## src/rtl/sid_pkg.sv

```systemverilog
// Shared constants, sequencer state encoding and the resonance ROM for the
// multi-channel SID state-variable filter.
package sid_pkg;

    // Cutoff scaling: w0 = (FC_K * (fc + 1)) >> 12
    localparam int unsigned FC_K = 82355;

    typedef enum logic [3:0] {
        IDLE, LOAD, MIX, BP, LP, HP, SUM, OUT, DONE
    } sid_state_e;

    // Resonance feedback coefficient, 1024 = unity
    function automatic logic [10:0] divmul(input logic [3:0] r);
        case (r)
            4'd0:    return 11'd1448;
            4'd1:    return 11'd1328;
            4'd2:    return 11'd1218;
            4'd3:    return 11'd1117;
            4'd4:    return 11'd1024;
            4'd5:    return 11'd939;
            4'd6:    return 11'd861;
            4'd7:    return 11'd790;
            4'd8:    return 11'd724;
            4'd9:    return 11'd664;
            4'd10:   return 11'd609;
            4'd11:   return 11'd558;
            4'd12:   return 11'd512;
            4'd13:   return 11'd470;
            4'd14:   return 11'd431;
            default: return 11'd395;
        endcase
    endfunction

endpackage

```

## src/rtl/sid_svf_core.sv

```systemverilog
// Combinational filter datapath for the channel currently selected by the
// sequencer. Picks the shared-multiplier operands for the active step and
// forms the saturated next-state values from the returned product.
module sid_svf_core
    import sid_pkg::*;
#(
    parameter int SW = 18,
    parameter int MW = 18 + SW
)(
    input  sid_state_e              state,
    input  logic [10:0]             fc,
    input  logic [3:0]              res,
    input  logic [2:0]              mode,     // {hp, bp, lp}
    input  logic [17:0]             w0,
    input  logic [10:0]             q,
    input  logic signed [SW-1:0]    vbp,
    input  logic signed [SW-1:0]    vlp,
    input  logic signed [SW-1:0]    vhp,
    input  logic signed [SW+1:0]    vi,
    input  logic signed [MW-1:0]    mul_p,
    output logic signed [17:0]      mul_a,
    output logic signed [SW-1:0]    mul_b,
    output logic [17:0]             w0_nxt,
    output logic [10:0]             q_nxt,
    output logic signed [SW-1:0]    vbp_nxt,
    output logic signed [SW-1:0]    vlp_nxt,
    output logic signed [SW-1:0]    vhp_nxt,
    output logic signed [SW+1:0]    vf_nxt
);

    // Headroom for sums of a shifted product, two states and the routed mix
    localparam int IW = SW + 6;
    localparam logic signed [IW-1:0] SMAX = IW'(2**(SW-1) - 1);
    localparam logic signed [IW-1:0] SMIN = ~SMAX;

    function automatic logic signed [SW-1:0] sat(input logic signed [IW-1:0] x);
        if (x > SMAX)      return SMAX[SW-1:0];
        else if (x < SMIN) return SMIN[SW-1:0];
        else               return x[SW-1:0];
    endfunction

    logic [29:0]             fc_prod;
    logic signed [MW-1:0]    p19, p10;
    logic signed [SW+1:0]    th, tb, tl;

    // Operand select: w0 for the two integrators, q for the HP feedback
    always_comb begin
        mul_a = '0;
        mul_b = '0;
        case (state)
            BP:      begin mul_a = $signed(w0); mul_b = vhp; end
            LP:      begin mul_a = $signed(w0); mul_b = vbp; end
            HP:      begin mul_a = $signed({7'd0, q}); mul_b = vbp; end
            default: ;
        endcase
    end

    // Next-state values; the sequencer only commits the one for its step
    always_comb begin
        fc_prod = 30'(FC_K) * (30'(fc) + 30'd1);
        w0_nxt  = fc_prod[29:12];
        q_nxt   = divmul(res);
        p19     = mul_p >>> 19;
        p10     = mul_p >>> 10;
        vbp_nxt = sat(IW'(vbp) - IW'(p19));
        vlp_nxt = sat(IW'(vlp) - IW'(p19));
        vhp_nxt = sat(IW'(p10) - IW'(vlp) - IW'(vi));
        th = '0;
        tb = '0;
        tl = '0;
        if (mode[2]) th = (SW+2)'(vhp);
        if (mode[1]) tb = (SW+2)'(vbp);
        if (mode[0]) tl = (SW+2)'(vlp);
        vf_nxt = th + tb + tl;
    end

endmodule

```

## src/rtl/sid_svf_multi.sv

```systemverilog
// Time-multiplexed SID filter for NCH channels of NV voices each. One
// sequencer walks every channel through LOAD, MIX, BP, LP, HP, SUM, OUT and
// publishes all channel outputs together in DONE.
module sid_svf_multi
    import sid_pkg::*;
#(
    parameter int NCH = 2,
    parameter int NV  = 3,
    parameter int VW  = 12,
    parameter int OW  = 18
)(
    input  logic                   clk,
    input  logic                   rst,
    input  logic                   input_valid,
    input  logic [NCH*11-1:0]      fc,
    input  logic [NCH*8-1:0]       res_filt,
    input  logic [NCH*8-1:0]       mode_vol,
    input  logic [NCH*NV*VW-1:0]   voices,
    input  logic [NCH*VW-1:0]      ext_in,
    input  logic                   extfilter_en,
    output logic [NCH*OW-1:0]      sound,
    output logic                   sound_valid,
    output logic                   busy,
    output logic                   overrun
);

    localparam int SW = VW + 6;
    localparam int MW = 18 + SW;
    localparam int CW = (NCH > 1) ? $clog2(NCH) : 1;
    localparam int XW = $clog2(NV + 1);
    localparam int PW = SW + 9;
    localparam logic signed [PW-1:0] OMAX = PW'(2**(OW-1) - 1);
    localparam logic signed [PW-1:0] OMIN = ~OMAX;

    sid_state_e state, state_nxt;
    logic [CW-1:0] ch;
    logic [XW-1:0] mi;

    // Captured sample
    logic [NCH-1:0][10:0]            fc_q;
    logic [NCH-1:0][7:0]             res_q, mv_q;
    logic [NCH-1:0][NV-1:0][VW-1:0]  voices_q;
    logic [NCH-1:0][VW-1:0]          ext_q;
    logic                            ext_en_q;

    // Per-channel integrator state and per-pass working registers
    logic [NCH-1:0][SW-1:0]  vbp_r, vlp_r, vhp_r;
    logic [17:0]             w0_r;
    logic [10:0]             q_r;
    logic signed [SW+1:0]    vi_r, vnf_r, vf_r;
    logic [NCH-1:0][OW-1:0]  stage_r, sound_r;

    // Core hookup and shared multiplier
    logic signed [17:0]      mul_a;
    logic signed [SW-1:0]    mul_b;
    logic signed [MW-1:0]    mul_p;
    logic [17:0]             w0_nxt;
    logic [10:0]             q_nxt;
    logic signed [SW-1:0]    vbp_nxt, vlp_nxt, vhp_nxt;
    logic signed [SW+1:0]    vf_nxt;

    logic [VW-1:0]           mix_in;
    logic                    routed, drop;
    logic signed [SW+1:0]    mix_x4;
    logic signed [SW+3:0]    m;
    logic signed [PW-1:0]    prod, scaled;
    logic [OW-1:0]           res_out;

    assign mul_p       = mul_a * mul_b;
    assign sound       = sound_r;
    assign busy        = (state != IDLE);
    assign sound_valid = (state == DONE);
    assign overrun     = input_valid && busy;

    sid_svf_core #(.SW(SW), .MW(MW)) u_core (
        .state   (state),
        .fc      (fc_q[ch]),
        .res     (res_q[ch][7:4]),
        .mode    (mv_q[ch][6:4]),
        .w0      (w0_r),
        .q       (q_r),
        .vbp     ($signed(vbp_r[ch])),
        .vlp     ($signed(vlp_r[ch])),
        .vhp     ($signed(vhp_r[ch])),
        .vi      (vi_r),
        .mul_p   (mul_p),
        .mul_a   (mul_a),
        .mul_b   (mul_b),
        .w0_nxt  (w0_nxt),
        .q_nxt   (q_nxt),
        .vbp_nxt (vbp_nxt),
        .vlp_nxt (vlp_nxt),
        .vhp_nxt (vhp_nxt),
        .vf_nxt  (vf_nxt)
    );

    // Select the input for this MIX step and its routing; voices first, then ext
    always_comb begin
        mix_in = ext_q[ch];
        routed = res_q[ch][NV];
        drop   = 1'b0;
        for (int v = 0; v < NV; v++) begin
            if (mi == XW'(v)) begin
                mix_in = voices_q[ch][v];
                routed = res_q[ch][v];
                drop   = (v == 2) && !res_q[ch][v] && mv_q[ch][7];
            end
        end
        mix_x4 = (SW+2)'($signed(mix_in)) <<< 2;
    end

    // Output mix and volume; the mix is wider than 18 bits so the 4-bit
    // volume gets its own small multiplier
    always_comb begin
        if (ext_en_q) m = (SW+4)'(vnf_r) - (SW+4)'(vf_r);
        else          m = (SW+4)'(vnf_r) + (SW+4)'(vi_r);
        prod   = PW'(m) * $signed(PW'(mv_q[ch][3:0]));
        scaled = prod >>> 3;
        if (scaled > OMAX)      res_out = OMAX[OW-1:0];
        else if (scaled < OMIN) res_out = OMIN[OW-1:0];
        else                    res_out = scaled[OW-1:0];
    end

    // Sequencer state register
    always_ff @(posedge clk) begin
        if (rst) state <= IDLE;
        else     state <= state_nxt;
    end

    // Next-state logic
    always_comb begin
        state_nxt = state;
        case (state)
            IDLE:    if (input_valid) state_nxt = LOAD;
            LOAD:    state_nxt = MIX;
            MIX:     if (mi == XW'(NV)) state_nxt = BP;
            BP:      state_nxt = LP;
            LP:      state_nxt = HP;
            HP:      state_nxt = SUM;
            SUM:     state_nxt = OUT;
            OUT:     state_nxt = (ch == CW'(NCH-1)) ? DONE : LOAD;
            DONE:    state_nxt = IDLE;
            default: state_nxt = IDLE;
        endcase
    end

    // Datapath registers; each step commits exactly one result
    always_ff @(posedge clk) begin
        if (rst) begin
            ch       <= '0;
            mi       <= '0;
            fc_q     <= '0;
            res_q    <= '0;
            mv_q     <= '0;
            voices_q <= '0;
            ext_q    <= '0;
            ext_en_q <= 1'b0;
            vbp_r    <= '0;
            vlp_r    <= '0;
            vhp_r    <= '0;
            w0_r     <= '0;
            q_r      <= '0;
            vi_r     <= '0;
            vnf_r    <= '0;
            vf_r     <= '0;
            stage_r  <= '0;
            sound_r  <= '0;
        end else begin
            case (state)
                IDLE: if (input_valid) begin
                    fc_q     <= fc;
                    res_q    <= res_filt;
                    mv_q     <= mode_vol;
                    voices_q <= voices;
                    ext_q    <= ext_in;
                    ext_en_q <= extfilter_en;
                    ch       <= '0;
                end
                LOAD: begin
                    w0_r  <= w0_nxt;
                    q_r   <= q_nxt;
                    vi_r  <= '0;
                    vnf_r <= '0;
                    mi    <= '0;
                end
                MIX: begin
                    if (!drop) begin
                        if (routed) vi_r  <= vi_r + mix_x4;
                        else        vnf_r <= vnf_r + mix_x4;
                    end
                    mi <= mi + 1'b1;
                end
                BP:  vbp_r[ch] <= vbp_nxt;
                LP:  vlp_r[ch] <= vlp_nxt;
                HP:  vhp_r[ch] <= vhp_nxt;
                SUM: vf_r      <= vf_nxt;
                OUT: begin
                    stage_r[ch] <= res_out;
                    // Last channel: publish every channel at once for DONE
                    if (ch == CW'(NCH-1)) begin
                        for (int c = 0; c < NCH; c++)
                            sound_r[c] <= (CW'(c) == ch) ? res_out : stage_r[c];
                    end else begin
                        ch <= ch + 1'b1;
                    end
                end
                default: ;
            endcase
        end
    end

endmodule

```

## config.mk

```make
export PLATFORM = sky130hd
export DESIGN_NAME = sid_svf_multi
export DESIGN_NICKNAME = d
export VERILOG_FILES = /design/src/rtl/sid_pkg.sv /design/src/rtl/sid_svf_core.sv /design/src/rtl/sid_svf_multi.sv
export SDC_FILE = /design/constraint.sdc
export NUM_CORES = 2
export LEC_CHECK = 0
export BUFFER_PORTS_ARGS = -buffer_cell sky130_fd_sc_hd__buf_2
export CAP_MARGIN = 5
export CORE_AREA = 2 2 280 282
export DETAILED_ROUTE_END_ITERATION = 10
export DIE_AREA = 0 0 282 284
export PLACE_DENSITY = 0.72
export SLEW_MARGIN = 15
export SYNTH_ARGS = -nofsm -noshare
export SYNTH_HDL_FRONTEND = slang
export SYNTH_SLANG_ARGS = --single-unit
```

## constraint.sdc

```tcl
create_clock -name clk -period 15.1 [get_ports clk]
set_clock_uncertainty 0.15 [all_clocks]
set_input_delay 3.02 -clock clk [delete_from_list [all_inputs] [get_ports clk]]
set_output_delay 3.02 -clock clk [all_outputs]
set_load 0.02 [all_outputs]
```

; Yosys cells after proc, flatten, opt, wreduce, memory -nomap -nowiden
; Memories as Yosys holds them, arrays and structs flattened. A register that Yosys moved wholly into a read port is not among the register bits.
; Cells that the tools add are included.
[totals]
reg_bits = 416
romBits = 176
inputBits = 154
memories = 1
[memory_table]
columns = memory, words, word_bits, read_ports, rd_ports_with_merged_regs, wr, line_no
row1 = (name not given), 16, 11, 1, 1, 0, sid_pkg.sv:14  ; case (r)
[op_classes]
n_addsub = 13
mul = 3
magnitude_cmp = 10
n_eq_ne = 16
n_mux = 57
reduce_logical = 17
[op_table]
columns = cell, count
row1 = $mux 18, 15
row2 = $bwmux 36, 4
row3 = $mux 20, 7
row4 = $gt 24x18->1 const B, 4
row5 = $lt 24x18->1 const B, 4
row6 = $pmux 20 s2, 2
row7 = $mux 36, 2
row8 = $pmux 18 s2, 2
row9 = $mux 12, 5
row10 = $add 20x14->20, 2
row11 = $add 20x20->20, 2
row12 = $sub 18x17->19, 2
row13 = $mul 18x18->36, 1
row14 = $mux 8, 4
row15 = $pmux 4 s8, 1
row16 = $mul 17x30->30 const A, 1
row17 = $mul 22x5->27, 1
row18 = $sub 24x18->24, 1
row19 = $sub 24x20->24, 1
row20 = $mux 11, 2
row21 = $mux 22, 1
row22 = $add 20x20->21, 1
row23 = $sub 20x20->21, 1
row24 = $demux 18 s1, 1
row25 = other kinds (25), 49

; Longest topological paths before layout
[depth]
ltp_word = 10
depth_mapped = 47
mapped_depth_nobuf = 42

; Modules after synthesis
; From an unflattened synthesis, not the netlist that was laid out.
[unflattened]
hier_cells = 5158
hier_area_um2 = 42592.1
[modules_own_cells]
columns = module, instances, cells_per_inst, area_each_um2
row1 = sid_svf_multi, 1, 4030, 33647.3
row2 = sid_svf_core, 1, 1128, 8944.8

; Worst setup path after synthesis
; OpenSTA, ideal clock, no wires.
[synth_timing]
kind = flip-flop to flip-flop
start = reg state[2]
end = reg vhp_r[0] (netlist bit)
setup_ps = 92
t_arrival_ps = 10617
required_time_ps = 14858
setup_slack_ps = 4240
path_stages_with_launch = 44
path_buffers = 5
synth_period_minus_slack_ps = 10860
cell_sequence = dfxtp_1 -> clkbuf_1 -> or3b_2 -> clkbuf_1 -> o21ai_1 -> clkbuf_1 -> a22o_1 -> clkbuf_1 -> nand2_1 -> fa_1 -> inv_1 -> fa_1 -> ha_1 -> inv_1 -> fa_1 -> inv_1 -> ha_1 -> fa_1 -> [... 8 more ...] -> o21bai_1 -> xnor2_1 -> inv_1 -> fa_1 -> ha_1 -> a21o_1 -> a21o_1 -> a21oi_1 -> o211ai_1 -> a21oi_1 -> o21ai_0 -> a311oi_1 -> xnor2_1 -> nand3_1 -> o31ai_4 -> buf_6 -> nand3_2 -> o32ai_1
[synth_via]
elab_chain_len = 10
elab_cells_between_ends = 15
cone_classes = add/sub (2) / mul (1) / order compare (2) / eq/ne (3) / mux (5) / reduce/logical (2)
[synth_lines]
columns = element, line_no
row1 = "start, declared", sid_svf_multi.sv:35  ; sid_state_e state, state_nxt;
row2 = "start signal, assigned", sid_svf_multi.sv:127  ; else state <= state_nxt;
row3 = $eq 4x2->1 (tied with other cells), sid_svf_core.sv:50  ; case (state)
row4 = $reduce_or 2->1 (no source line), --
row5 = $pmux 18 s2, sid_svf_core.sv:50
row6 = $mul 18x18->36, sid_svf_multi.sv:69  ; assign mul_p = mul_a * mul_b;
row7 = $sub 24x18->24, sid_svf_core.sv:67  ; vhp_nxt = sat(IW'(p10) - IW'(vlp) - IW'(vi));
row8 = $sub 24x20->24, sid_svf_core.sv:67
row9 = $lt 24x18->1, sid_svf_core.sv:38  ; else if (x < SMIN) return SMIN[SW-1:0];
row10 = $mux 18, sid_svf_core.sv:38
row11 = $mux 18, sid_svf_core.sv:37  ; if (x > SMAX) return SMAX[SW-1:0];
row12 = $bwmux 36, sid_svf_multi.sv:195  ; HP: vhp_r[ch] <= vhp_nxt;
row13 = "end signal, assigned by index", sid_svf_multi.sv:195
row14 = "end, declared", sid_svf_multi.sv:47  ; logic [NCH-1:0][SW-1:0] vbp_r, vlp_r, vhp_r;
; Several ways; a longest one is shown, not always the timed one.
; A chain may end at the register's enable or synchronous reset.

; Worst setup path in the final report
[layout_timing]
start = reg state[0]
end = reg vlp_r[25] (netlist bit)
[layout_via]
elab_chain_len = 9
elab_cells_between_ends = 14
cone_classes = add/sub (1) / mul (1) / order compare (2) / eq/ne (3) / mux (5) / reduce/logical (2)
[layout_lines]
columns = element, line_no
row1 = $eq 4x2->1 (tied with other cells), sid_svf_core.sv:50
row2 = $reduce_or 2->1 (no source line), --
row3 = $pmux 18 s2, sid_svf_core.sv:50
row4 = $mul 18x18->36, sid_svf_multi.sv:69
row5 = $sub 18x17->19, sid_svf_core.sv:66  ; vlp_nxt = sat(IW'(vlp) - IW'(p19));
row6 = $lt 24x18->1, sid_svf_core.sv:38
row7 = $mux 18, sid_svf_core.sv:38
row8 = $mux 18, sid_svf_core.sv:37
row9 = $bwmux 36, sid_svf_multi.sv:194  ; LP: vlp_r[ch] <= vlp_nxt;
row10 = "end signal, assigned by index", sid_svf_multi.sv:194
row11 = "end, declared", sid_svf_multi.sv:47
; Several ways; a longest one is shown, not always the timed one.

==> impl_results.md <==
* CP max stage delay at 0.90 ns
* Core ar. at 0.0770 sq mm
* PortBufs at 192
* Post-Syn Area at 0.0420 sq mm
* Main flop type after synthesis: dfxtp_1
* Seq/Total Area, Yosys at 0.193
* Status: finished, final reports clean
* CP bufs+invs at 4
* Reg power frac at 0.223
* Final setup viols at 0
* CP endpoint kind: register
* Mapped Nets at 6093
* Worst EP required at 15.48 ns
* CP startpoint kind: register
* Hold Crit Start: vlp_r[5]
* H-Tree Depth at 2
* Std cell rows at 102
* Avg Inst Size Synth at 8.22 sq um
* Clk slew on worst S/H paths at 0.07 ns
* CTS sink cnt at 405
* Reg-to-Reg Start: state[0]
* Setup Slack @ Placement at 2.82 ns
* Least-Margin Pin Slew at 1.18 ns
* Vias in the first global route at 35100
* HP Class: reg2reg
* P_leak at 21.0 nW
* Internal Power at 3.05 mW
* Worst-skew pair later-pin latency at 0.62 ns
* Placed Cells at 6170
* Routed length per placed instance at 19.0 um
* Slowest CP cell: o21ai_1
* Via density at 5.72
* Synthesis-to-layout area growth at 8.44%
* Synth warnings at 0
* Synth Register Bits at 405
* Fillers at 6997
* Yosys top cell by area: fa_1
* Reg-to-Reg End: vlp_r[25]
* Critical path class: reg2reg
* Fin nets at 6163
* Die H at 284 um
* Reg2Reg Depth at 34
* Overflow after GRT at 0
* Total negative setup slack at 0 ns
* EDFF count, synth at 0
* I/O pin cnt at 193
* Hold endpoint: vlp_r[5]
* Arr. time, crit path at 12.79 ns
* Detailed Routing Iterations Pass 1 at 9
* Total number of vias at 35800
* Logic gate share of total power at 0.554
* Global Route Usage Sum at 0.301
* Slew Limit Fails at 0
* Initial antenna violation count at 2
* CTS resizes at 0
* CTS tree: done
* Syn Inst Count at 5108
* Share of layout cells above drive strength 1 at 0.0867
* DR DRC count at 0
* Number of CTS-inserted buffers at 45
* CP top delay family: adder cells
* Worst-path fanout max at 37
* Worst VDD drop at 0.000110 V
* Post-synth top area share at 0.219
* CP dominant cell by count: fa_1
* Power Density at 123 mW/mm^2
* Maximum clock rate at 0.0806 GHz
* Cts hold-fix bufs at 0
* Minimum clock period at 12.41 ns
* GP Congestion at 0.976
* Largest net degree at the start of global routing at 169
* Switching part of the total at 0.457
* Routed WL at 119000 um
* Clk buf depth at 3
* Hold Crit Depth at 2
* First-pass GRT wire length at 191000 um
* Iteration-0 DRC Markers at 2795
* Detail Placement HPWL at 92900 um
* RSZ-0062 raised after global routing: no
* Final setup margin at 2.69 ns
* Die Area at 0.0801 sq mm
* Clk root buf: clkbuf_16
* NetSw at 2.56 mW
* Worst slew margin at 0.196
* Final Cycle Share at 0.822
* Max-cap violation count at 0
* Asr flop ratio synth at 0
* Die X-Extent at 282 um
* Routed Antenna Nets at 0
* Top cells by area, synth: fa_1 22%, dfxtp_1 19%, ha_1 11%
* Initial Utilization at 0.546
* Reg2reg setup slack at 2.69 ns
* Clk network pwr share at 0.223
* Yosys cell types at 102
* Post-route insts no fill at 6256
* Postcts setup bufs at 0
* Hold Fails Final Rpt at 0
[cell families after synthesis]
family,Yosys count,share of synthesized area
compound gates,1073,0.159
xor+xnor,183,0.0384
buf+inv,905,0.0814
simple gates,1589,0.163
mux,117,0.0336
other cells,1,0.0000893
fa+ha+maj,835,0.331
flops,405,0.193
[cells in the mapped netlist (48+ instances only)]
library cell / n
a211oi_1: 59
a21o_1: 61
a21oi_1: 470
a22oi_1: 52
clkbuf_1: 196
dfxtp_1: 405
fa_1: 460
ha_1: 371
inv_1: 684
mux2_2: 54
nand2_1: 750
nand2b_1: 48
nor2_1: 467
nor2b_1: 51
nor3_1: 70
o21ai_0: 171
xnor2_1: 133
xor2_1: 49
[worst max path at each step]
stage                        start        end  slack [ns]  depth (start not counted)
after floorplan           state[2]   vhp_r[0]        4.24                         43
after detailed placement  state[0]  vlp_r[25]        2.82                         34
after global routing      state[0]  vlp_r[21]        1.88                         34
after CTS                 state[0]  vlp_r[25]        2.84                         34
final                     state[0]  vlp_r[25]        2.69                         34
after global placement    state[1]  vhp_r[19]        3.07                         39
[metrics by stage]
stage / utilization / instance area [sq um] / hold WS, ns / power [mW]
after detailed placement: 0.569 / 43800 / 0.287 / 4.32
after global routing: 0.592 / 45500 / 0.320 / 6.03
after floorplan: - / 42000 / 0.270 / 3.61
after CTS: 0.591 / 45500 / 0.300 / 5.58
after global placement: 0.569 / 43800 / 0.279 / 4.27
final: 0.592 / 45500 / 0.300 / 5.62
[cell type report]
| type | count | area, sq um | area share |
|---|---|---|---|
| Multi-Input combinational cell | 3798 | 30500 | 0.670 |
| Clock buffer | 64 | 1350 | 0.0296 |
| Tap cell | 1040 | 1300 | 0.0286 |
| Antenna cell | 2 | 5.00 | 0.000110 |
| Clock inverter | 19 | 337 | 0.00739 |
| Sequential cell | 405 | 8110 | 0.178 |
| Inverter | 685 | 2570 | 0.0565 |
| Timing Repair Buffer | 243 | 1370 | 0.0301 |
[sequential cells by signal (all words and copies together) (netlist names), 11 cells and up]
signal and flops:
w0_r 18, res_q 16, vnf_r 18, voices_q 72
vlp_r 36, vf_r 20, vbp_r 36, vi_r 18
fc_q 22, q_r 11, mv_q 16, stage_r 18
sound 36, ext_q 24, vhp_r 36
[power by group through the flow]
stage | clock [mW] | sequential (mW) | combinational [mW]
global placement | 0 | 1.27 | 3.00
finish | 1.25 | 1.25 | 3.11
CTS | 1.26 | 1.25 | 3.07
global route | 1.31 | 1.27 | 3.46
detailed placement | 0 | 1.28 | 3.04
floorplan | 0 | 1.24 | 2.37
[tightest hold or removal path, cell delays in order (launching register included)]
cell and delay [ns]:
dfxtp_1 0.32, nand2_1 0.04, o21ai_0 0.05
[routing by layer]
layer  vias to the layer above  track usage  wire length, um
li1                      17000            -                -
met1                     17300        0.415            51000
met2                      1289        0.474            53300
met3                       247       0.0525             9670
met4                         4        0.106             4710
met5                         -            0               23
[layout by cell type (no fill, tap or decap), drive strengths merged, types with 10 or more instances in the layout]
| master | Yosys | final |
|---|---|---|
| mux2 | 56 | 56 |
| o211ai | 23 | 23 |
| mux4 | 13 | 13 |
| a31oi | 24 | 24 |
| nand2b | 48 | 48 |
| a22o | 22 | 22 |
| nor2 | 467 | 467 |
| o21bai | 19 | 19 |
| inv | 684 | 687 |
| clkbuf | 196 | 65 |
| nand3b | 11 | 11 |
| o31ai | 16 | 16 |
| a211oi | 62 | 62 |
| ha | 371 | 371 |
| a21o | 61 | 61 |
| o21a | 35 | 35 |
| and3 | 29 | 29 |
| nor2b | 51 | 51 |
| buf | 24 | 242 |
| dfxtp | 405 | 405 |
| nand3 | 46 | 46 |
| o21ai | 182 | 182 |
| or2 | 13 | 13 |
| xor2 | 50 | 50 |
| or3 | 27 | 27 |
| a21oi | 473 | 473 |
| mux2i | 48 | 48 |
| and2 | 20 | 20 |
| nand2 | 750 | 750 |
| nor3 | 71 | 71 |
| fa | 460 | 460 |
| a22oi | 53 | 53 |
| xnor2 | 133 | 133 |
| nor4 | 10 | 10 |
| nand4 | 18 | 18 |
No activity file was read; power rests on OpenSTA's default activity.
